### config.mk
export PLATFORM = sky130hd
export DESIGN_NAME = instruction_stream_loader
export DESIGN_NICKNAME = d
export VERILOG_FILES = /design/src/rtl/instruction_stream_loader.sv
export SDC_FILE = /design/constraint.sdc
export NUM_CORES = 1
export LEC_CHECK = 0
export CAP_MARGIN = 20
export CORE_AREA = 2 2 64 112
export DETAILED_ROUTE_END_ITERATION = 8
export DIE_AREA = 0 0 66 114
export GPL_ROUTABILITY_DRIVEN = 0
export PLACE_DENSITY = 0.85
export SKIP_LAST_GASP = 1
export SYNTH_ARGS = -nofsm -noshare
export SYNTH_HDL_FRONTEND = slang
export SYNTH_SLANG_ARGS = --single-unit
### constraint.sdc
create_clock -name clk -period 5.04 [get_ports clk]
set_clock_uncertainty 0.1 [all_clocks]
set_input_delay 1.26 -clock clk [delete_from_list [all_inputs] [get_ports clk]]
set_output_delay 1.26 -clock clk [all_outputs]
set_load 0.02 [all_outputs]
### src/rtl/instruction_stream_loader.sv
// Length-prefixed byte-stream loader: assembles little-endian words and writes them to instruction memory.
// Optional trailing checksum byte enabled by defining LOADER_CHECKSUM_EN.
module instruction_stream_loader #(
  parameter int DATA_WIDTH = 32,
  parameter int ADDR_WIDTH = 3,
  parameter int DEPTH      = 8
) (
  input  logic                  clk,
  input  logic                  rst,
  input  logic                  i_start,
  input  logic                  i_rx_valid,
  input  logic [7:0]            i_rx_byte,
  output logic                  o_write_enable,
  output logic [ADDR_WIDTH-1:0] o_address,
  output logic [DATA_WIDTH-1:0] o_instruction,
  output logic                  o_busy,
  output logic                  o_core_hold,
  output logic                  o_load_done,
  output logic [7:0]            o_words_loaded,
  output logic                  o_checksum_err
);

  localparam int BYTES = DATA_WIDTH / 8;
  localparam int BW    = (BYTES > 1) ? $clog2(BYTES) : 1;

`ifdef LOADER_CHECKSUM_EN
  typedef enum logic [2:0] {IDLE, COUNT, ASSEMBLE, CHECK, DONE} state_t;
  logic [7:0] sum;
  logic       checksum_err;
`else
  typedef enum logic [2:0] {IDLE, COUNT, ASSEMBLE, DONE} state_t;
`endif

  state_t                state;
  logic [BW-1:0]         byte_idx;
  logic [ADDR_WIDTH-1:0] word_idx;
  logic [7:0]            target;
  logic [DATA_WIDTH-1:0] word_buf;
  logic [DATA_WIDTH-1:0] word_next;
  logic                  last_lane;
  logic                  last_word;

  // Merge the incoming byte into its lane so the word can be written on the final byte's edge.
  always_comb begin
    word_next = word_buf;
    for (int unsigned k = 0; k < BYTES; k++) begin
      if (byte_idx == BW'(k)) word_next[8*k +: 8] = i_rx_byte;
    end
  end

  assign last_lane   = (byte_idx == BW'(BYTES - 1));
  assign last_word   = ((o_words_loaded + 8'd1) == target);
  assign o_core_hold = o_busy;

  always_ff @(posedge clk) begin
    if (rst) begin
      state          <= IDLE;
      byte_idx       <= '0;
      word_idx       <= '0;
      target         <= '0;
      word_buf       <= '0;
      o_write_enable <= 1'b0;
      o_address      <= '0;
      o_instruction  <= '0;
      o_busy         <= 1'b0;
      o_load_done    <= 1'b0;
      o_words_loaded <= '0;
`ifdef LOADER_CHECKSUM_EN
      sum            <= '0;
      checksum_err   <= 1'b0;
`endif
    end else begin
      o_write_enable <= 1'b0;
      if (i_start) begin
        state          <= COUNT;
        o_busy         <= 1'b1;
        o_load_done    <= 1'b0;
        o_words_loaded <= '0;
        byte_idx       <= '0;
        word_idx       <= '0;
`ifdef LOADER_CHECKSUM_EN
        sum            <= '0;
        checksum_err   <= 1'b0;
`endif
      end else if (i_rx_valid) begin
        case (state)
          COUNT: begin
            if (i_rx_byte == 8'd0 || i_rx_byte > 8'(DEPTH)) target <= 8'(DEPTH);
            else                                            target <= i_rx_byte;
            state <= ASSEMBLE;
`ifdef LOADER_CHECKSUM_EN
            sum   <= i_rx_byte;
`endif
          end
          ASSEMBLE: begin
            word_buf <= word_next;
`ifdef LOADER_CHECKSUM_EN
            sum      <= sum + i_rx_byte;
`endif
            if (last_lane) begin
              byte_idx       <= '0;
              o_write_enable <= 1'b1;
              o_instruction  <= word_next;
              o_address      <= word_idx;
              o_words_loaded <= o_words_loaded + 8'd1;
              if (last_word) begin
`ifdef LOADER_CHECKSUM_EN
                state       <= CHECK;
`else
                state       <= DONE;
                o_busy      <= 1'b0;
                o_load_done <= 1'b1;
`endif
              end else begin
                word_idx <= word_idx + ADDR_WIDTH'(1);
              end
            end else begin
              byte_idx <= byte_idx + BW'(1);
            end
          end
`ifdef LOADER_CHECKSUM_EN
          CHECK: begin
            state        <= DONE;
            o_busy       <= 1'b0;
            o_load_done  <= 1'b1;
            checksum_err <= (i_rx_byte != sum);
          end
`endif
          default: ;
        endcase
      end
    end
  end

`ifdef LOADER_CHECKSUM_EN
  assign o_checksum_err = checksum_err;
`else
  assign o_checksum_err = 1'b0;
`endif

endmodule

==> results.yml, run 1 <==
floorplanning:
  start_util: 0.532
  core-area_um2: 6710
  die_h_um: 114
  boundaryPins: 60
  dieArea_um2: 7520
  die_w_um: 66
  rows: 40
timing:
  fin_crit_sh: 0.706
  maxSlewViolCount: 0
  period_needed_ns: 3.56
  slew_headroom: 0.481
  hold_viol: 0
  clock.fmax_ghz: 0.281
  setup_viol: 0
  setup_tns_ns: 0
  worstMarginPinSlew_ns: 0.778
  rsz0062_at_grt: "no"
  worst_slack_ns: 1.48
power:
  p_leak_nw: 1.44
  switchingPower_uw: 272
  sw_frac_of_total: 0.198
  power_frac_comb: 0.035
  peakVddDrop_v: 0.000231
  pwr-share-clk: 0.472
  p_total_mw: 1.37
  p_int_mw: 1.10
  p_seq_frac: 0.494
  power.density_nw_per_um2: 310
layout:
  final_net_count: 470
  n_antenna_cell: 0
  area_delta_synth_final_pct: 23.8
  layout-drive-gt1-share: 0.0482
worst_setup_path:
  path_max_fanout: 33
  critical_path_required_ns: 5.17
  crit_arrival_ns: 3.69
  crit_path_start_kind: "primary input"
  crit_path_end_kind: "flip-flop"
  crit_type: "primary input to flip-flop"
clock_tree:
  cts.sinks: 85
  cts_tree: "done"
  cts_resized: 0
  clock_latency_ns: 0.33
  post_cts_buffers: 0
  cts.path.max_buffers: 2
  cts-hold-fix-buffers: 0
  clk_transition_reported_paths_ns: 0.06
  h-tree-depth: 3
  numCtsBuffers: 9
  root_buffer: "clkbuf_16"
detailed_routing:
  via_count: 3050
  via_per_inst: 5.65
  ant_nets: 0
  wl_um: 8450
  drt_pass1_iterations: 5
  drt_iter0_markers: 245
  routedWlPerCell_um: 15.6
  drc: 0
synthesis:
  yosys_warnings: 0
  avgSynthCellArea_um2: 8.58
  yosysTopAreaCell: "dfxtp_1"
  synth-seq-cells: 85
  syn_nets: 434
  post_synth_num_cell_types: 41
  synth_top_area_frac: 0.477
  yosysSeqAreaShare: 0.477
  syn_area_um2: 3570
  netlist_top_cells_area: "dfxtp_1, mux2i_1, a211oi_1"
  netlist_instances: 416
place:
  pre_cts_ws_ns: 1.21
  dp_hpwl_um: 5820
  port_buffers: 58
grt:
  grt_usage: 0.236
  grt_max_degree: 37
  antenna_found_initial: 0
  grt_pass1_wl_um: 13600
  grt_remaining_overflow: 0
  grt_pass1_vias: 2897
run_status:
  status: "finished, final reports clean"
flow_run:
  cap_violations: 0
min_path:
  min_path_type: "flip-flop to flip-flop"
## synth_stat cells
| cell type | instances |
|---|---|
| xor2_1 | 8 |
| nand2_1 | 56 |
| nand3_1 | 22 |
| o31a_1 | 1 |
| and2_2 | 1 |
| nand2b_1 | 2 |
| nor4_1 | 1 |
| or3_1 | 4 |
| and3b_1 | 1 |
| o31ai_1 | 2 |
| a21oi_1 | 39 |
| nor2_1 | 45 |
| dfxtp_1 | 85 |
| o21ai_0 | 5 |
| xnor2_1 | 8 |
| mux2i_1 | 22 |
| nor3_1 | 9 |
| conb_1 | 1 |
| and2_1 | 4 |
| a22o_1 | 3 |
| nand4_1 | 4 |
| a211oi_1 | 29 |
| or2_2 | 2 |
| buf_1 | 2 |
| clkbuf_1 | 27 |
| buf_4 | 4 |
| nand3b_1 | 1 |
| o211ai_1 | 1 |
| or4_1 | 1 |
| o21bai_1 | 1 |
| nand3_2 | 1 |
| o2111a_2 | 1 |
| nor2b_1 | 3 |
| nor3b_1 | 1 |
| o21a_1 | 1 |
| inv_1 | 6 |
| ha_1 | 6 |
| and3_1 | 1 |
| o22ai_1 | 1 |
| buf_2 | 3 |
| o221ai_1 | 1 |
## final cells by class
cell class | count | area, µm²
clock buffers | 14 | 264
well taps | 84 | 105
multi-input cells | 289 | 1700
fillers | 564 | 2290
inverters | 6 | 22.5
clock inverters | 1 | 30.0
flip-flops and latches | 85 | 1700
repair buffers | 61 | 598
## cell usage in the layout (no fill, tap or decap), types with 3 or more instances in the layout
cell and n:
nor2_1 44, a22o_1 3, a21oi_1 39, o21ai_0 5, clkbuf_16 9, nand3_1 22
xor2_1 8, buf_4 3, nand2_1 56, clkdlybuf4s50_1 57, ha_1 6, nand4_1 4
and2_1 4, clkbuf_1 3, nor3_1 9, inv_1 6, dfxtp_1 85, xnor2_1 8
a211oi_1 29, or3_1 4, mux2i_1 22, nor2b_1 3
## through the flow
stage / instances / instance area, µm² / util / hold WS (ns)
floorplan: 416 / 3570 / - / 0.335
global placement: 525 / 4130 / 0.615 / 0.341
detailed placement: 525 / 4130 / 0.615 / 0.345
CTS: 540 / 4420 / 0.659 / 0.353
global route: 540 / 4420 / 0.659 / 0.364
finish: 540 / 4420 / 0.659 / 0.352
## power by group through the flow
stage	Sequential, mW	Combinational, mW	Clock (mW)
2_1_floorplan	0.692	0.0270	0
3_3_place_gp	0.691	0.0466	0
3_5_place_dp	0.691	0.0470	0
4_1_cts	0.677	0.0475	0.658
5_1_grt	0.676	0.0510	0.685
6_report	0.677	0.0476	0.647
## worst max-delay path, stage by stage
cell             delay, ns
clkdlybuf4s50_1       0.51
nand3b_1              0.21
or2_2                 0.45
nor2_4                0.58
buf_4                 0.37
nor2_1                0.08
a211oi_1              0.24
## cells by family after synthesis
group	after synthesis	share of synthesized area
muxes	22	0.0617
and+or+nand+nor	159	0.200
other	1	0.00105
DFF	85	0.477
buffers and inverters	42	0.0494
adders and majority gates	6	0.0210
AOI/OAI and AO/OA	85	0.151
xor gates and xnor gates	16	0.0393
## routing by layer
| metal | up-vias | track usage | share of wire |
|---|---|---|---|
| met1 | 1431 | 0.259 | 0.37 |
| met2 | 98 | 0.409 | 0.56 |
| li1 | 1496 | - | - |
| met4 | 0 | 0.133 | 0.030 |
| met5 | - | 0 | 0 |
| met3 | 25 | 0.0513 | 0.040 |
## flip-flops by register name, summed over array words and instances, names as in the netlist
signal          flops
byte_idx            2
word_idx            3
o_words_loaded      8
state               2
word_buf           24
o_address           3
target              8
o_write_enable      1
o_instruction      32
o_busy              1
o_load_done         1
## worst paths after layout
kind | start | end | slack [ns] | cells after the start
worst max-delay path | i_rx_valid | o_instruction[3]$_SDFFE_PP0P_ | 1.48 | 7
worst min-delay path | o_instruction[31]$_SDFFE_PP0P_ | o_instruction[31]$_SDFFE_PP0P_ | 0.35 | 2
worst max register to register | byte_idx[0]$_SDFFE_PP0P_ | o_instruction[3]$_SDFFE_PP0P_ | 2.39 | 7
worst min register to register | o_instruction[31]$_SDFFE_PP0P_ | o_instruction[31]$_SDFFE_PP0P_ | 0.35 | 2
(Power assumes the default switching activity.)
==> run 2, diff against run 1 <==
--- a/config.mk
+++ b/config.mk
@@ -6,11 +6,11 @@
 export NUM_CORES = 1
 export LEC_CHECK = 0
 export CAP_MARGIN = 20
-export CORE_AREA = 2 2 64 112
+export CORE_AREA = 2 2 69 121
 export DETAILED_ROUTE_END_ITERATION = 8
-export DIE_AREA = 0 0 66 114
+export DIE_AREA = 0 0 71 123
 export GPL_ROUTABILITY_DRIVEN = 0
-export PLACE_DENSITY = 0.85
+export PLACE_DENSITY = 0.77
 export SKIP_LAST_GASP = 1
 export SYNTH_ARGS = -nofsm -noshare
 export SYNTH_HDL_FRONTEND = slang
==> constraint.sdc (replaced) <==
create_clock -name clk -period 3.1 [get_ports clk]
set_clock_uncertainty 0.1 [all_clocks]
set_input_delay 0.775 -clock clk [delete_from_list [all_inputs] [get_ports clk]]
set_output_delay 0.775 -clock clk [all_outputs]
set_load 0.02 [all_outputs]
==> results.yml, run 2 (synthesis results as in run 1) <==
place:
  placed_area_um2: 4230
  port_buffers: 58
  pre_cts_ws_ns: 0.287
  dp_hpwl_um: 6060
worst_setup_path:
  reg2reg_slack_ns: 0.77
  r2r-end: "word_idx[2]$_SDFFE_PP0P_"
  crit_arrival_ns: 2.65
  crit_family: "simple AND/OR/NAND/NOR gates"
  reg2reg_depth: 7
  crit_path_start_kind: "primary input"
  critical_path_required_ns: 3.24
  path_max_fanout: 56
  r2r_start: "o_words_loaded[0]$_SDFFE_PP0P_"
  crit_path_top_delay_cell: "clkdlybuf4s50_1"
  crit_path_end_kind: "flip-flop"
  cp_slowest_stage_delay_ns: 0.51
  crit_type: "primary input to flip-flop"
  crit_chain: "clkdlybuf4s50_1, nand3b_1, or2_2, nor2_4, buf_12, nor2_1, a211oi_1"
  cp_num_buf_inv: 2
layout:
  area_delta_synth_final_pct: 26.2
  finalInstanceArea_um2: 4510
  top_regs: "o_instruction x32, word_buf x24"
  largest_reg_flops: 32
  regArea_um2: 1700
  final_cell_mix: "dfxtp_1, clkdlybuf4s50_1, nand2_1, nor2_1, a21oi_1"
  largest_register: "o_instruction"
  final_net_count: 479
  fillers: 687
  n_antenna_cell: 0
  multi_input_area_um2: 1700
  mostFrequentLayoutCell: "dfxtp_1"
  layout-drive-gt1-share: 0.0688
power:
  sw_frac_of_total: 0.211
  peakVddDrop_v: 0.000307
  p_leak_nw: 1.49
  p_seq_frac: 0.501
  pwr-share-clk: 0.460
  power_frac_comb: 0.039
  switchingPower_uw: 463
  p_int_mw: 1.73
  power.density_nw_per_um2: 487
grt:
  grt_pass1_vias: 2929
  grt_max_degree: 57
  antenna_found_initial: 0
  grt_usage: 0.207
  grt_remaining_overflow: 0
  grt_pass1_wl_um: 14000
flow_run:
  cap_violations: 0
timing:
  worstMarginPinSlew_ns: 0.774
  hold_viol: 0
  fin_crit_sh: 0.809
  period_needed_ns: 2.51
  worst_slack_ns: 0.591
  rsz0062_at_grt: "no"
  clock.fmax_ghz: 0.399
  setup_tns_ns: 0
  slew_headroom: 0.484
  maxSlewViolCount: 0
  setup_viol: 0
floorplanning:
  core-area_um2: 7800
  boundaryPins: 60
  rows: 43
  die_w_um: 71
  die_h_um: 123
  dieArea_um2: 8730
  start_util: 0.458
detailed_routing:
  wl_um: 8650
  drt_pass1_iterations: 4
  routedWlPerCell_um: 15.6
  drt_iter0_markers: 175
  via_per_inst: 5.50
  ant_nets: 0
  drc: 0
  via_count: 3053
clock_tree:
  clk_transition_reported_paths_ns: 0.06
  cts_tree: "done"
  post_cts_buffers: 0
  cts-hold-fix-buffers: 0
  numCtsBuffers: 9
  h-tree-depth: 3
  cts.path.max_buffers: 2
  cts_resized: 0
  cts.sinks: 85
  clock_latency_ns: 0.34
  root_buffer: "clkbuf_16"
min_path:
  holdPathEnd: "word_buf[19]$_SDFFE_PP0P_"
  hold-path-cell-count: 2
  hp-start: "word_buf[19]$_SDFFE_PP0P_"
  min_path_type: "flip-flop to flip-flop"
run_status:
  status: "finished, final reports clean"
[run 2: changes by cell type in the layout (fill, tap and decap cells not counted), sizes merged]
| cell | previous run | this run |
|---|---|---|
| buf | 4 | 13 |
| clkinv | 0 | 1 |
| bufinv | 1 | 0 |
[run 2: final cells by class]
class | instances | share of cell area
inverter | 6 | 0.00500
clock buffer | 14 | 0.0608
sequential | 85 | 0.378
clock inverter | 1 | 0.00111
timing repair buffer | 70 | 0.153
multi-input combinational | 289 | 0.377
tap | 90 | 0.0250
[run 2: per-stage QoR]
stage,util,std cells,hold slack (ns),power [mW]
final,0.578,555,0.352,2.20
after detailed placement,0.542,540,0.346,1.21
after floorplan,-,416,0.335,1.17
after global routing,0.578,555,0.375,2.26
after global placement,0.542,540,0.341,1.21
after CTS,0.578,555,0.353,2.21
[run 2: worst register-to-register path, delay by kind of cell (launching register included)]
kind,cells,cell delay [ns]
xor gates and xnor gates,1,0.24
adders and majority gates,1,0.34
and+or+nand+nor,2,0.58
AOI/OAI and AO/OA,3,0.54
DFF,1,0.46
[run 2: how the worst max path moves through the flow]
stage / start / end / slack (ns) / depth (start not counted)
6_report: i_rx_valid / o_instruction[2]$_SDFFE_PP0P_ / 0.59 / 7
5_1_grt: i_rx_valid / o_instruction[19]$_SDFFE_PP0P_ / 0.43 / 7
4_1_cts: i_rx_valid / o_instruction[2]$_SDFFE_PP0P_ / 0.58 / 7
3_5_place_dp: i_rx_valid / o_instruction[19]$_SDFFE_PP0P_ / 0.29 / 7
3_3_place_gp: i_rx_valid / o_instruction[14]$_SDFFE_PP0P_ / 0.38 / 7
2_1_floorplan: i_rx_valid / o_words_loaded[6]$_SDFFE_PP0P_ / 0.91 / 5
[run 2: power groups by stage]
stage	Sequential [mW]	Combinational, mW	Clock, mW
floorplan	1.12	0.0438	0
detailed placement	1.12	0.0854	0
global route	1.10	0.0922	1.07
finish	1.10	0.0855	1.01
global placement	1.12	0.0836	0
CTS	1.10	0.0857	1.03
[run 2: per-layer routing]
metal	global-route usage	part of all wire	vias up
met5	0	0	-
met4	0.0884	0.024	0
met3	0.0481	0.027	13
met2	0.374	0.55	53
met1	0.228	0.39	1479
li1	-	-	1508
==> run 3, diff against run 2 <==
--- a/config.mk
+++ b/config.mk
@@ -6,11 +6,11 @@
 export NUM_CORES = 1
 export LEC_CHECK = 0
 export CAP_MARGIN = 20
-export CORE_AREA = 2 2 69 121
+export CORE_AREA = 2 2 66 115
 export DETAILED_ROUTE_END_ITERATION = 8
-export DIE_AREA = 0 0 71 123
+export DIE_AREA = 0 0 68 117
 export GPL_ROUTABILITY_DRIVEN = 0
-export PLACE_DENSITY = 0.77
+export PLACE_DENSITY = 0.81
 export SKIP_LAST_GASP = 1
 export SYNTH_ARGS = -nofsm -noshare
 export SYNTH_HDL_FRONTEND = slang
==> constraint.sdc (replaced) <==
create_clock -name clk -period 2.6 [get_ports clk]
set_clock_uncertainty 0.1 [all_clocks]
set_input_delay 0.65 -clock clk [delete_from_list [all_inputs] [get_ports clk]]
set_output_delay 0.65 -clock clk [all_outputs]
set_load 0.02 [all_outputs]
==> results.yml, run 3 (synthesis results as in run 1) <==
run_status:
  status: "finished, final reports clean"
timing:
  hold_viol: 0
  setup_tns_ns: 0
  period_needed_ns: 2.33
  slew_headroom: 0.499
  rsz0062_at_grt: "no"
  maxSlewViolCount: 0
  fin_crit_sh: 0.894
  setup_viol: 0
  clock.fmax_ghz: 0.430
  worstMarginPinSlew_ns: 0.752
clock_tree:
  cts_resized: 0
  cts.sinks: 85
  post_cts_buffers: 0
  root_buffer: "clkbuf_16"
  cts.path.max_buffers: 2
  h-tree-depth: 3
  cts_tree: "done"
  clk_transition_reported_paths_ns: 0.06
  clock_latency_ns: 0.34
  cts-hold-fix-buffers: 0
  numCtsBuffers: 9
layout:
  final_net_count: 486
  fillers: 614
  largest_register: "o_instruction"
  multi_input_area_um2: 1700
  regArea_um2: 1700
  mostFrequentLayoutCell: "dfxtp_1"
  top_regs: "o_instruction x32, word_buf x24"
  largest_reg_flops: 32
  n_antenna_cell: 0
  finalNonFillerCells: 559
  area_delta_synth_final_pct: 27.4
  layout-drive-gt1-share: 0.0803
  final_cell_mix: "dfxtp_1, clkdlybuf4s50_1, nand2_1, nor2_1, a21oi_1"
detailed_routing:
  drc: 0
  via_per_inst: 5.61
  wl_um: 8810
  via_count: 3135
  drt_pass1_iterations: 4
  drt_iter0_markers: 151
  routedWlPerCell_um: 15.8
  ant_nets: 0
worst_setup_path:
  crit_path_end_kind: "flip-flop"
  crit_path_start_kind: "flip-flop"
  path_max_fanout: 7
  crit_family: "simple AND/OR/NAND/NOR gates"
  cp_slowest_stage_delay_ns: 0.46
  crit_arrival_ns: 2.49
  crit_path_top_delay_cell: "dfxtp_1"
  critical_path_required_ns: 2.76
  cp_num_buf_inv: 0
  crit_chain: "ha_1, nand4_1, xnor2_1, a211oi_1, o2111a_2, or3_1, a21oi_1"
  crit_type: "flip-flop to flip-flop"
floorplanning:
  rows: 41
  die_h_um: 117
  boundaryPins: 60
  dieArea_um2: 7960
  core-area_um2: 7080
  die_w_um: 68
  start_util: 0.504
flow_run:
  cap_violations: 0
power:
  peakVddDrop_v: 0.000376
  power.density_nw_per_um2: 570
  p_leak_nw: 1.52
  p_total_mw: 2.59
place:
  port_buffers: 58
  dp_hpwl_um: 6180
  dpl.cell_count: 543
grt:
  antenna_found_initial: 0
  grt_remaining_overflow: 0
  grt_usage: 0.232
  grt_max_degree: 38
  grt_pass1_wl_um: 13700
  grt_pass1_vias: 2943
min_path:
  min_path_type: "flip-flop to flip-flop"
==> run 3: cell types whose count changed in the layout (fill, tap and decap cells not counted), sizes merged <==
| cell | before | now |
|---|---|---|
| buf | 13 | 20 |
| clkbuf | 14 | 15 |
==> run 3: power breakdown <==
group	switching, mW	total (mW)	internal, mW
clock	0.473	1.17	0.699
combinational	0.0643	0.107	0.0424
sequential	0.00434	1.31	1.31
==> run 3: final cells by class <==
type                       instances  area share
sequential                        85       0.374
multi-input combinational        289       0.374
timing repair buffer              77       0.163
clock buffer                      15      0.0589
tap                               86      0.0237
inverter                           6     0.00495
clock inverter                     1     0.00110
==> run 3: path summary, 6_finish.rpt <==
path / cells after the start / to / from / slack [ns]
max: 7 / word_idx[2]$_SDFFE_PP0P_ / o_words_loaded[0]$_SDFFE_PP0P_ / 0.27
min: 2 / word_buf[12]$_SDFFE_PP0P_ / word_buf[12]$_SDFFE_PP0P_ / 0.36
max reg2reg: 7 / word_idx[2]$_SDFFE_PP0P_ / o_words_loaded[0]$_SDFFE_PP0P_ / 0.27
min reg2reg: 2 / word_buf[12]$_SDFFE_PP0P_ / word_buf[12]$_SDFFE_PP0P_ / 0.36
==> run 3: metrics by stage <==
stage / hold slack [ns] / setup slack (ns) / utilization / cell area (µm²)
global route: 0.377 / 0.145 / 0.642 / 4550
global placement: 0.341 / 0.177 / 0.604 / 4270
CTS: 0.357 / 0.285 / 0.642 / 4550
detailed placement: 0.350 / 0.0937 / 0.604 / 4270
floorplan: 0.335 / 0.427 / - / 3570
finish: 0.356 / 0.275 / 0.642 / 4550
==> run 3: tightest hold or removal path, stage by stage, from the launching register on <==
cell	delay (ns)
dfxtp_1	0.31
nand2_1	0.05
a21oi_1	0.05
==> run 3: per-layer routing <==
metal / GRT usage / part of all wire / up-vias
met2: 0.421 / 0.57 / 68
met1: 0.251 / 0.38 / 1519
met4: 0.0933 / 0.022 / 0
met3: 0.0535 / 0.036 / 15
met5: 0 / 0 / -
li1: - / - / 1533
